### config.mk
export PLATFORM = sky130hd
export DESIGN_NAME = kim_branch_resolver
export DESIGN_NICKNAME = d
export VERILOG_FILES = /design/src/rtl/kim_branch_resolver.sv
export SDC_FILE = /design/constraint.sdc
export NUM_CORES = 1
export LEC_CHECK = 0
export ABC_CLOCK_PERIOD_IN_PS = 6500
export CORE_MARGIN = 2
export CORE_UTILIZATION = 47
export DETAILED_ROUTE_END_ITERATION = 7
export PLACE_DENSITY_LB_ADDON = 0.15
export SYNTH_ARGS = -nofsm -noshare
export SYNTH_HDL_FRONTEND = slang
export SYNTH_SLANG_ARGS = --single-unit
### constraint.sdc
create_clock -name clk -period 6.5 [get_ports clk]
set_input_delay 0.65 -clock clk [delete_from_list [all_inputs] [get_ports clk]]
set_output_delay 0.65 -clock clk [all_outputs]
set_load 0.05 [all_outputs]
### src/rtl/kim_branch_resolver.sv
// kim_branch_resolver
//   Resolves conditional branches in the ID stage, checks the IF prediction and
//   maintains a 2-bit saturating branch history table plus a mispredict counter.
//
// Ports
//   clk, reset_n                  clock (rising edge), asynchronous active-low reset
//   id_valid, is_branch, br_op    ID instruction qualifiers and branch type
//   r_data1, r_data2              forwarded rs / rt operands
//   operands_ready                both operands valid this cycle
//   id_pc, branch_target          PC of the branch and its taken target
//   pred_taken                    prediction IF used for this branch
//   flush                         cancels the branch in ID and any pending resolution
//   if_pc, bht_pred               IF-stage BHT lookup (combinational)
//   stall_out                     hold PC and IF/ID while operands are not ready
//   resolve_valid, taken          one-cycle outcome pulse and resolved direction
//   mispredict, redirect_pc       mispredict flag and corrected fetch address
//   flush_if_id                   flush IF/ID on mispredict
//   mispredict_cnt                saturating mispredict count
module kim_branch_resolver #(
    parameter int unsigned DATA_WIDTH = 32,
    parameter int unsigned PC_WIDTH   = 32,
    parameter int unsigned BHT_DEPTH  = 16,
    parameter int unsigned CNT_WIDTH  = 16
) (
    input  logic                  clk,
    input  logic                  reset_n,
    input  logic                  id_valid,
    input  logic                  is_branch,
    input  logic [2:0]            br_op,
    input  logic [DATA_WIDTH-1:0] r_data1,
    input  logic [DATA_WIDTH-1:0] r_data2,
    input  logic                  operands_ready,
    input  logic [PC_WIDTH-1:0]   id_pc,
    input  logic [PC_WIDTH-1:0]   branch_target,
    input  logic                  pred_taken,
    input  logic                  flush,
    input  logic [PC_WIDTH-1:0]   if_pc,
    output logic                  bht_pred,
    output logic                  stall_out,
    output logic                  resolve_valid,
    output logic                  taken,
    output logic                  mispredict,
    output logic [PC_WIDTH-1:0]   redirect_pc,
    output logic                  flush_if_id,
    output logic [CNT_WIDTH-1:0]  mispredict_cnt
);

    localparam int unsigned IdxW = $clog2(BHT_DEPTH);

    typedef enum logic [1:0] {StIdle, StWait, StResolve} state_t;

    state_t                state_q;
    logic                  taken_q;
    logic                  pred_q;
    logic [PC_WIDTH-1:0]   redirect_q;
    logic [IdxW-1:0]       idx_q;
    logic [1:0]            bht_q [BHT_DEPTH];
    logic [CNT_WIDTH-1:0]  cnt_q;

    logic                  br_present;
    logic                  accept;
    logic                  cond_taken;
    logic                  neg;
    logic                  zero;
    logic                  eq;
    logic [PC_WIDTH-1:0]   pc_plus4;

    assign br_present = id_valid & is_branch;
    assign accept     = br_present & operands_ready & ~flush;
    assign stall_out  = br_present & ~operands_ready & ~flush;

    assign neg      = r_data1[DATA_WIDTH-1];
    assign zero     = (r_data1 == '0);
    assign eq       = (r_data1 == r_data2);
    assign pc_plus4 = id_pc + PC_WIDTH'(4);

    always_comb begin
        cond_taken = 1'b0;
        case (br_op)
            3'b000:  cond_taken = eq;
            3'b001:  cond_taken = ~eq;
            3'b010:  cond_taken = neg | zero;
            3'b011:  cond_taken = ~neg & ~zero;
            3'b100:  cond_taken = neg;
            3'b101:  cond_taken = ~neg;
            default: cond_taken = 1'b0;
        endcase
    end

    // Outcome is captured at accept; the target/fall-through choice is folded
    // into redirect_q so only one PC register is needed.
    always_ff @(posedge clk or negedge reset_n) begin
        if (!reset_n) begin
            state_q    <= StIdle;
            taken_q    <= 1'b0;
            pred_q     <= 1'b0;
            redirect_q <= '0;
            idx_q      <= '0;
        end else begin
            if (accept) begin
                taken_q    <= cond_taken;
                pred_q     <= pred_taken;
                redirect_q <= cond_taken ? branch_target : pc_plus4;
                idx_q      <= id_pc[IdxW+1:2];
            end
            unique case (state_q)
                StIdle: begin
                    if (accept)         state_q <= StResolve;
                    else if (stall_out) state_q <= StWait;
                end
                StWait: begin
                    if (accept)                       state_q <= StResolve;
                    else if (flush || !br_present)    state_q <= StIdle;
                end
                StResolve: begin
                    if (accept)         state_q <= StResolve;
                    else if (stall_out) state_q <= StWait;
                    else                state_q <= StIdle;
                end
                default: state_q <= StIdle;
            endcase
        end
    end

    // A flush during the resolve cycle kills the pulse and everything keyed on it.
    assign resolve_valid  = (state_q == StResolve) & ~flush;
    assign taken          = taken_q;
    assign mispredict     = resolve_valid & (taken_q != pred_q);
    assign flush_if_id    = resolve_valid & mispredict;
    assign redirect_pc    = redirect_q;
    assign mispredict_cnt = cnt_q;

    always_ff @(posedge clk or negedge reset_n) begin
        if (!reset_n) begin
            for (int i = 0; i < int'(BHT_DEPTH); i++) begin
                bht_q[i] <= 2'b01;
            end
        end else if (resolve_valid) begin
            if (taken_q) begin
                if (bht_q[idx_q] != 2'b11) bht_q[idx_q] <= bht_q[idx_q] + 2'b01;
            end else begin
                if (bht_q[idx_q] != 2'b00) bht_q[idx_q] <= bht_q[idx_q] - 2'b01;
            end
        end
    end

    always_ff @(posedge clk or negedge reset_n) begin
        if (!reset_n) begin
            cnt_q <= '0;
        end else if (mispredict && (cnt_q != '1)) begin
            cnt_q <= cnt_q + CNT_WIDTH'(1);
        end
    end

    // Read returns the stored value; an update on the same edge is not bypassed.
    assign bht_pred = bht_q[if_pc[IdxW+1:2]][1];

    logic unused_if_pc_bits;
    assign unused_if_pc_bits = ^{if_pc[PC_WIDTH-1:IdxW+2], if_pc[1:0]};

endmodule

Yosys cells after proc, flatten, opt, wreduce, memory -nomap -nowiden
Cells that the tools add are included.
{"block": "op_classes", "bitwise_logic": 17, "div_mod_pow": 0, "multipliers": 0, "n_lt_le_gt_ge": 3, "n_eq_ne": 14, "reduce_logical": 11, "mux": 22, "add_sub_neg": 4, "shift": 0}
{"operator": "2-to-1 mux 32 bit", "count": 4}
{"operator": "bitwise mux 32 bit", "count": 2}
{"operator": "adder 32 x 3 -> 32 bit, second input constant", "count": 1}
{"operator": "equality test 32 bit", "count": 1}
{"operator": "zero test 32 bit", "count": 1}
{"operator": "2-to-1 mux 2 bit", "count": 10}
{"operator": "adder 16 x 1 -> 16 bit, second input constant", "count": 1}
{"operator": "binary-select mux 2 bit (select 4 bit)", "count": 2}
{"operator": "inequality test 16 bit, second input constant", "count": 1}
{"operator": ">= comparator 5 bit, second input constant", "count": 2}
{"operator": "inverter 4 -> 5 bit", "count": 2}
{"operator": "AND 1 bit", "count": 9}
{"operator": "demux 2 bit (select 4 bit)", "count": 1}
{"operator": "equality test 3 x 2 -> 1 bit, second input constant", "count": 2}
{"operator": "equality test 3 bit, second input constant", "count": 2}
{"operator": "inequality test 3 bit, second input constant", "count": 2}
{"operator": "one-hot mux 1 bit (6 select lines)", "count": 1}
{"operator": "one-hot mux 2 bit (3 select lines)", "count": 1}
{"operator": "< comparator 5 x 1 -> 1 bit, second input constant", "count": 1}
{"operator": "inverter 1 bit", "count": 5}
{"operator": "nonzero test 2 bit", "count": 2}
{"operator": "equality test 3 x 1 -> 1 bit, second input constant", "count": 1}
{"operator": "zero test 3 bit", "count": 1}
{"operator": "AND reduction 3 bit", "count": 1}
{"operator": "14 further kinds", "count": 15}
{"block": "totals", "n_memories": 0, "romBits": 0, "latch_bits": 0, "reg_bits": 88, "mem_bits_rw": 0, "inputBits": 170, "out_inout_bits": 54, "elab_cells": 93}

Longest topological paths before layout
Gate-level depths: netlist (run 1).
{"block": "depth", "depth_word": 8, "depth_mapped": 14}

Least setup slack after synthesis (run 1)
No wires, ideal clock.
{"block": "synth_timing", "path_kind": "input to output", "startpoint": "in flush", "endpoint": "out mispredict", "cell_stages": 4, "arrival_time_ns": 2.939, "path_slack_ns": 2.911, "path_cell_list": "nor3b_1 nand2_1 inv_1 buf_4"}
{"block": "synth_via", "elab_chain_cells": 3}
{"element": "from (decl)", "line_no": "36", "text": "input logic flush,"}
{"element": "inverter 1 bit", "line_no": "126", "text": "assign resolve_valid = (state_q == StResolve) & ~flush;"}
{"element": "AND 1 bit", "line_no": "126"}
{"element": "AND 1 bit", "line_no": "128", "text": "assign mispredict = resolve_valid & (taken_q != pred_q);"}
{"element": "to (decl)", "line_no": "42", "text": "output logic mispredict,"}
No other way between the ends.

Worst setup path in the final report (run 1)
{"block": "layout_timing", "startpoint": "reg idx_q[0]", "endpoint": "reg bht_q[25] (netlist name)"}
{"block": "layout_via", "elab_chain_cells": 8}
{"element": "from (decl)", "line_no": "56", "text": "logic [IdxW-1:0] idx_q;"}
{"element": "from (signal assigned)", "line_no": "104", "text": "idx_q <= id_pc[IdxW+1:2];"}
{"element": "inverter 4 -> 5 bit (not written as such) *", "line_no": "140, 142"}
{"element": "binary-select mux 2 bit (select 4 bit) (tied with other cells)", "line_no": "140, 142"}
{"element": "2-to-1 mux 2 bit (not written as such) / logical AND 1 bit (equally long branches)", "line_no": "140, 142"}
{"element": "2-to-1 mux 2 bit (not written as such)", "line_no": "140, 142"}
{"element": "subtractor 2 x 1 -> 2 bit (tied with other cells)", "line_no": "142", "text": "if (bht_q[idx_q] != 2'b00) bht_q[idx_q] <= bht_q[idx_q] - 2'b01;"}
{"element": "bitwise mux 32 bit, on equally long branches", "line_no": "142, 140"}
{"element": "2-to-1 mux 32 bit, on equally long branches", "line_no": "142, 140"}
{"element": "2-to-1 mux 32 bit", "line_no": "139", "text": "if (taken_q) begin"}
{"element": "to (signal, indexed assignment)", "line_no": "136", "text": "bht_q[i] <= 2'b01;"}
{"element": "to (decl)", "line_no": "57", "text": "logic [1:0] bht_q [BHT_DEPTH];"}
Every way passes the cells marked *; elsewhere a longest branch is shown, timed or not. The select of a mux whose other input is x is not followed.
A chain may end at the register's enable or synchronous reset.

==> impl_metrics.yaml, run 1 <==
synthesis:
  syn_nets: 701
  postSynthAreaPerCell_sq_um: 10.3
  syn_inst: 527
  seq_area_frac_synth_pct: 40.8
  synth-seq-cells: 88
  synth_area_leader_cell: "dfrtp_1"
  synth_cell_types: 45
  synth_area_leaders: "dfrtp_1, xor2_1, dfstp_2"
  async_flop_share_pct: 100
  synth_warnings: 0
  synth_top_area_share_pct: 33.1
  netlist_area_sq_um: 5450
  synth_ff_type: "dfrtp_1"
  synth_edf_count: 0
critical_path:
  crit_chain: "mux4_2, mux2_2, o21ai_2, inv_1, ha_1, mux2i_1, nand4_1, nor3_1, mux2_2"
  critPathTopFamily: "multiplexers"
  cp_common_cell: "mux2_2"
  worstPathRequired_ns: 6.72
  ff2ff_setup_slack_ns: 2.49
  crit_buf_inv: 1
  max_stage_delay_ns: 0.80
  critPathArrivalTime_ns: 4.23
  reg2reg_depth: 9
  crit_type: "reg2reg"
  cp_max_fo: 15
  cp-start-kind: "flop"
  reg2reg_to: "bht_q[25]$_DFFE_PN0P_"
  crit_slowest_cell: "dfrtp_1"
  crit_start: "idx_q[0]$_DFFE_PN0P_"
  r2r-start: "idx_q[0]$_DFFE_PN0P_"
  cp-end-kind: "flop"
die:
  core_sq_um: 11400
  ios: 224
  rows: 39
  chipWidth_microns: 112
  dieArea_sq_um: 12500
  die_y_microns: 112
  start_util_pct: 47.9
hold_path:
  hold_path.class: "in2async"
detailed_routing:
  dr.pass1.iters: 5
  drt_iter0_drc: 267
  wirelength_mm: 15.7
  via_per_inst: 5.77
  ant_nets: 0
  drc: 0
  routed-via-count: 4925
  wl_per_cell_microns: 18.4
cts:
  h-tree-depth: 3
  cts_setup_buffers: 0
  cts_resized: 0
  numCtsBuffers: 9
  insertion_delay_ns: 0.33
  cts.sink_count: 88
  path_clk_slew_ns: 0.06
  cts.path.max_buffers: 2
  cts-root-buf: "clkbuf_16"
  hold_buffers: 0
  cts_tree: "built"
placement:
  placed_cells: 839
  dp_hpwl_mm: 11.9
  post-place-ws_ns: 2.53
  place_area_sq_um: 7470
  port_buffers: 195
  gp_congestion: 0.845
timing:
  timing.setup.tns_ns: 0
  slew_headroom_pct: 21.6
  period_minus_slack_ns: 4.01
  setup_viol: 0
  fmax_mhz: 249
  rsz0062_at_grt: "no"
  timing.final.crit_share_pct: 61.7
  drv_slew: 0
  tightest_slew_ns: 1.17
  fin_ws_ns: 2.49
  hold_viol_final: 0
  fin_skew_ns: 0.00671
grt:
  antenna_found_initial: 0
  grt_pass1_wl_mm: 24.8
  grt_max_degree: 58
  grt_pass1_vias: 5040
  grt_overflow_total: 0
  grt_usage_pct: 25.1
outcome:
  outcome: "finished clean"
power:
  vdd_ir_drop_max_mv: 0.169
  p_per_area_nw_per_um2: 247
  p_total_mw: 1.93
  power_leakage_nw: 3.00
final_layout:
  syn2layout_area_growth_pct: 42.9
  design_area_sq_um: 7790
  drive_gt1_share_pct: 14.1
  n_antenna_cell: 0
  stdcell_count: 854
  nets: 881
run:
  cap_violations: 0
-- power breakdown --
part,internal [mW],switching (mW)
clock,0.345,0.204
sequential,0.635,0.0753
combinational,0.276,0.391
-- cell usage after synthesis (5+ instances only) --
master    number
nor2_1        59
inv_1          5
a211oi_1      19
nor4_1        17
buf_2          8
o21ai_0        6
a311oi_1      18
dfstp_2       16
nand2_1       44
and4_1         5
nand4_1       20
xor2_1        57
and3_1        11
dfrtp_1       72
clkbuf_1      21
mux4_2        14
nand3_1       17
a21oi_1        8
xnor2_1       19
mux2_2        22
a211oi_2       9
a311oi_2      10
-- cell families after synthesis --
group                    after synthesis  share of synthesized area [%]
AO/OA/AOI/OAI                         84                           13.6
XOR/XNOR                              76                           12.2
adder cells (fa/ha/maj)                4                          0.918
buffers and inverters                 39                           3.49
flip-flops                            88                           40.8
multiplexers                          39                           10.9
AND/OR/NAND/NOR                      197                           18.2
-- final cells by class --
type                            count  area (sq um)
Clock buffer                       12           246
Clock inverter                      3          67.6
Fill cell                         908          3580
Inverter                            5          18.8
Multi-Input combinational cell    400          3050
Sequential cell                    88          2220
Tap cell                          143           179
Timing Repair Buffer              203          2010
-- cells in the final DEF, fill, tap and decap left out, drive strengths merged, types with 5 or more instances in the layout --
| cell | Yosys | final |
|---|---|---|
| clkbuf | 21 | 12 |
| mux2 | 22 | 22 |
| nor2 | 59 | 59 |
| xnor2 | 19 | 19 |
| nor4 | 19 | 19 |
| nand4 | 20 | 20 |
| a211oi | 28 | 28 |
| mux4 | 14 | 14 |
| and3 | 11 | 11 |
| clkdlybuf4s50 | 0 | 194 |
| dfrtp | 72 | 72 |
| a21oi | 8 | 8 |
| nor3 | 5 | 5 |
| and4 | 5 | 5 |
| nand3 | 17 | 17 |
| o21ai | 8 | 8 |
| dfstp | 16 | 16 |
| buf | 13 | 9 |
| inv | 5 | 5 |
| xor2 | 57 | 57 |
| a31oi | 5 | 5 |
| nand2 | 44 | 44 |
| a311oi | 28 | 28 |
-- through the flow --
step	utilization [%]	hold WS [ns]
5_1_grt	68.5	0.276
6_report	68.5	0.250
3_5_place_dp	65.7	0.455
3_3_place_gp	65.7	0.446
2_1_floorplan	-	0.354
4_1_cts	68.5	0.255
-- layer usage --
| metal | vias up | track usage [%] | wire [microns] |
|---|---|---|---|
| met4 | 0 | 10.9 | 504 |
| li1 | 2316 | - | - |
| met3 | 36 | 7.24 | 1130 |
| met1 | 2391 | 29.1 | 6150 |
| met5 | - | 0 | 0 |
| met2 | 182 | 43.3 | 7950 |
-- worst max-delay path by stage --
stage	end	slack, ns	depth (start not counted)
2_1_floorplan	mispredict	2.91	4
3_3_place_gp	bht_q[3]$_DFFE_PN0P_	2.64	11
3_5_place_dp	bht_q[25]$_DFFE_PN0P_	2.53	9
4_1_cts	bht_q[25]$_DFFE_PN0P_	2.48	9
5_1_grt	bht_q[3]$_DFFE_PN0P_	2.17	11
6_report	bht_q[25]$_DFFE_PN0P_	2.49	9
Note: power is estimated with default switching activity, not from simulation.
==> inputs of run 2 (changes only) <==
Settings changed: ABC_CLOCK_PERIOD_IN_PS 6500 to 3900, CORE_UTILIZATION 47 to 44.
Clock period 6.5 ns to 3.9 ns, I/O delays scaled along.
==> impl_metrics.yaml, run 2 (synthesis gave the netlist of run 1 again) <==
die:
  rows: 40
  dieArea_sq_um: 13300
  die_y_microns: 115
  core_sq_um: 12100
  chipWidth_microns: 115
  ios: 224
  start_util_pct: 45.2
final_layout:
  n_antenna_cell: 0
  multiInputGateArea_sq_um: 3050
  drive_gt1_share_pct: 14.8
  final_common_cell: "clkdlybuf4s50_1"
  mostFrequentLayoutCells: "clkdlybuf4s50_1, dfrtp_1, nor2_1, xor2_1, nand2_1"
  fill_cells: 994
  nets: 886
  stdcell_count: 885
  final_core_util_pct: 64.8
  register_area_sq_um: 2220
  syn2layout_area_growth_pct: 43.5
  design_area_sq_um: 7820
hold_path:
  hold_path.class: "in2async"
outcome:
  outcome: "finished clean"
detailed_routing:
  wirelength_mm: 16.1
  dr.pass1.iters: 5
  via_per_inst: 5.56
  ant_nets: 0
  routed-via-count: 4917
  wl_per_cell_microns: 18.2
  drc: 0
  drt_iter0_drc: 288
power:
  power_leakage_nw: 3.01
  p_per_area_nw_per_um2: 401
  vdd_ir_drop_max_mv: 0.221
  p_total_mw: 3.14
critical_path:
  crit_chain: "mux4_2, mux4_2, ha_1, mux2i_1, nand2_1, nor2_1, nand2_1, nor2_1, mux2_2"
  worstPathRequired_ns: 4.12
  r2r-start: "idx_q[0]$_DFFE_PN0P_"
  cp_max_fo: 15
  critPathTopFamily: "multiplexers"
  cp-end-kind: "flop"
  critPathArrivalTime_ns: 3.75
  crit_slowest_cell: "dfrtp_1"
  cp-start-kind: "flop"
  crit_buf_inv: 0
  crit_type: "reg2reg"
  crit_start: "idx_q[0]$_DFFE_PN0P_"
  max_stage_delay_ns: 0.80
timing:
  fin_skew_ns: 0.00431
  setup_viol: 0
  timing.hold.ws_ns: 0.137
  hold_viol_final: 0
  drv_slew: 0
  fin_ws_ns: 0.366
  period_minus_slack_ns: 3.53
  tightest_slew_ns: 0.802
  timing.final.crit_share_pct: 90.6
  timing.setup.tns_ns: 0
  fmax_mhz: 283
  rsz0062_at_grt: "no"
  slew_headroom_pct: 46.5
cts:
  insertion_delay_ns: 0.34
  cts.path.max_buffers: 2
  path_clk_slew_ns: 0.06
  hold_buffers: 0
  numCtsBuffers: 9
  cts-root-buf: "clkbuf_16"
  cts_resized: 0
  cts.sink_count: 88
  cts_setup_buffers: 0
  cts_tree: "built"
  h-tree-depth: 3
placement:
  place_area_sq_um: 7540
  gp_congestion: 0.863
  dp_hpwl_mm: 12.4
  port_buffers: 195
  placed_cells: 869
  post-place-ws_ns: 0.346
grt:
  antenna_found_initial: 0
  grt_max_degree: 66
  grt_overflow_total: 0
  grt_pass1_wl_mm: 25.4
  grt_pass1_vias: 5038
  grt_usage_pct: 24.7
run:
  cap_violations: 0
-- run 2: per-layer routing --
| layer | GRT usage (%) | share of wire [%] | wire, microns | up-vias |
|---|---|---|---|---|
| met5 | 0 | 0 | 0 | - |
| met4 | 9.88 | 2.6 | 425 | 0 |
| met3 | 7.22 | 7.9 | 1270 | 29 |
| met2 | 42.7 | 52 | 8310 | 173 |
| met1 | 28.7 | 38 | 6070 | 2392 |
| li1 | - | - | - | 2323 |
-- run 2: path summary, 6_finish.rpt --
kind / end / slack [ns] / cells past startpoint
hold / removal: mispredict_cnt[6]$_DFFE_PN0P_ / 0.14 / 1
setup reg to reg: bht_q[19]$_DFFE_PN0P_ / 0.37 / 9
min in group clk: state_q[1]$_DFFE_PN0P_ / 0.47 / 1
hold reg to reg: state_q[1]$_DFFE_PN0P_ / 0.47 / 1
setup / recovery: bht_q[19]$_DFFE_PN0P_ / 0.37 / 9
max in group asynchronous: mispredict_cnt[5]$_DFFE_PN0P_ / 2.93 / 2
-- run 2: layout make-up --
cell class | instances | area share, %
flip-flops and latches | 88 | 28.4
clock inverters | 3 | 0.224
clock buffers | 13 | 3.33
well taps | 168 | 2.69
repair buffers | 208 | 26.2
multi-input cells | 400 | 38.9
inverters | 5 | 0.240
-- run 2: report_power, final --
part,internal [mW],switching (mW)
sequential,1.06,0.127
clock,0.465,0.353
combinational,0.483,0.653
total,2.01,1.13
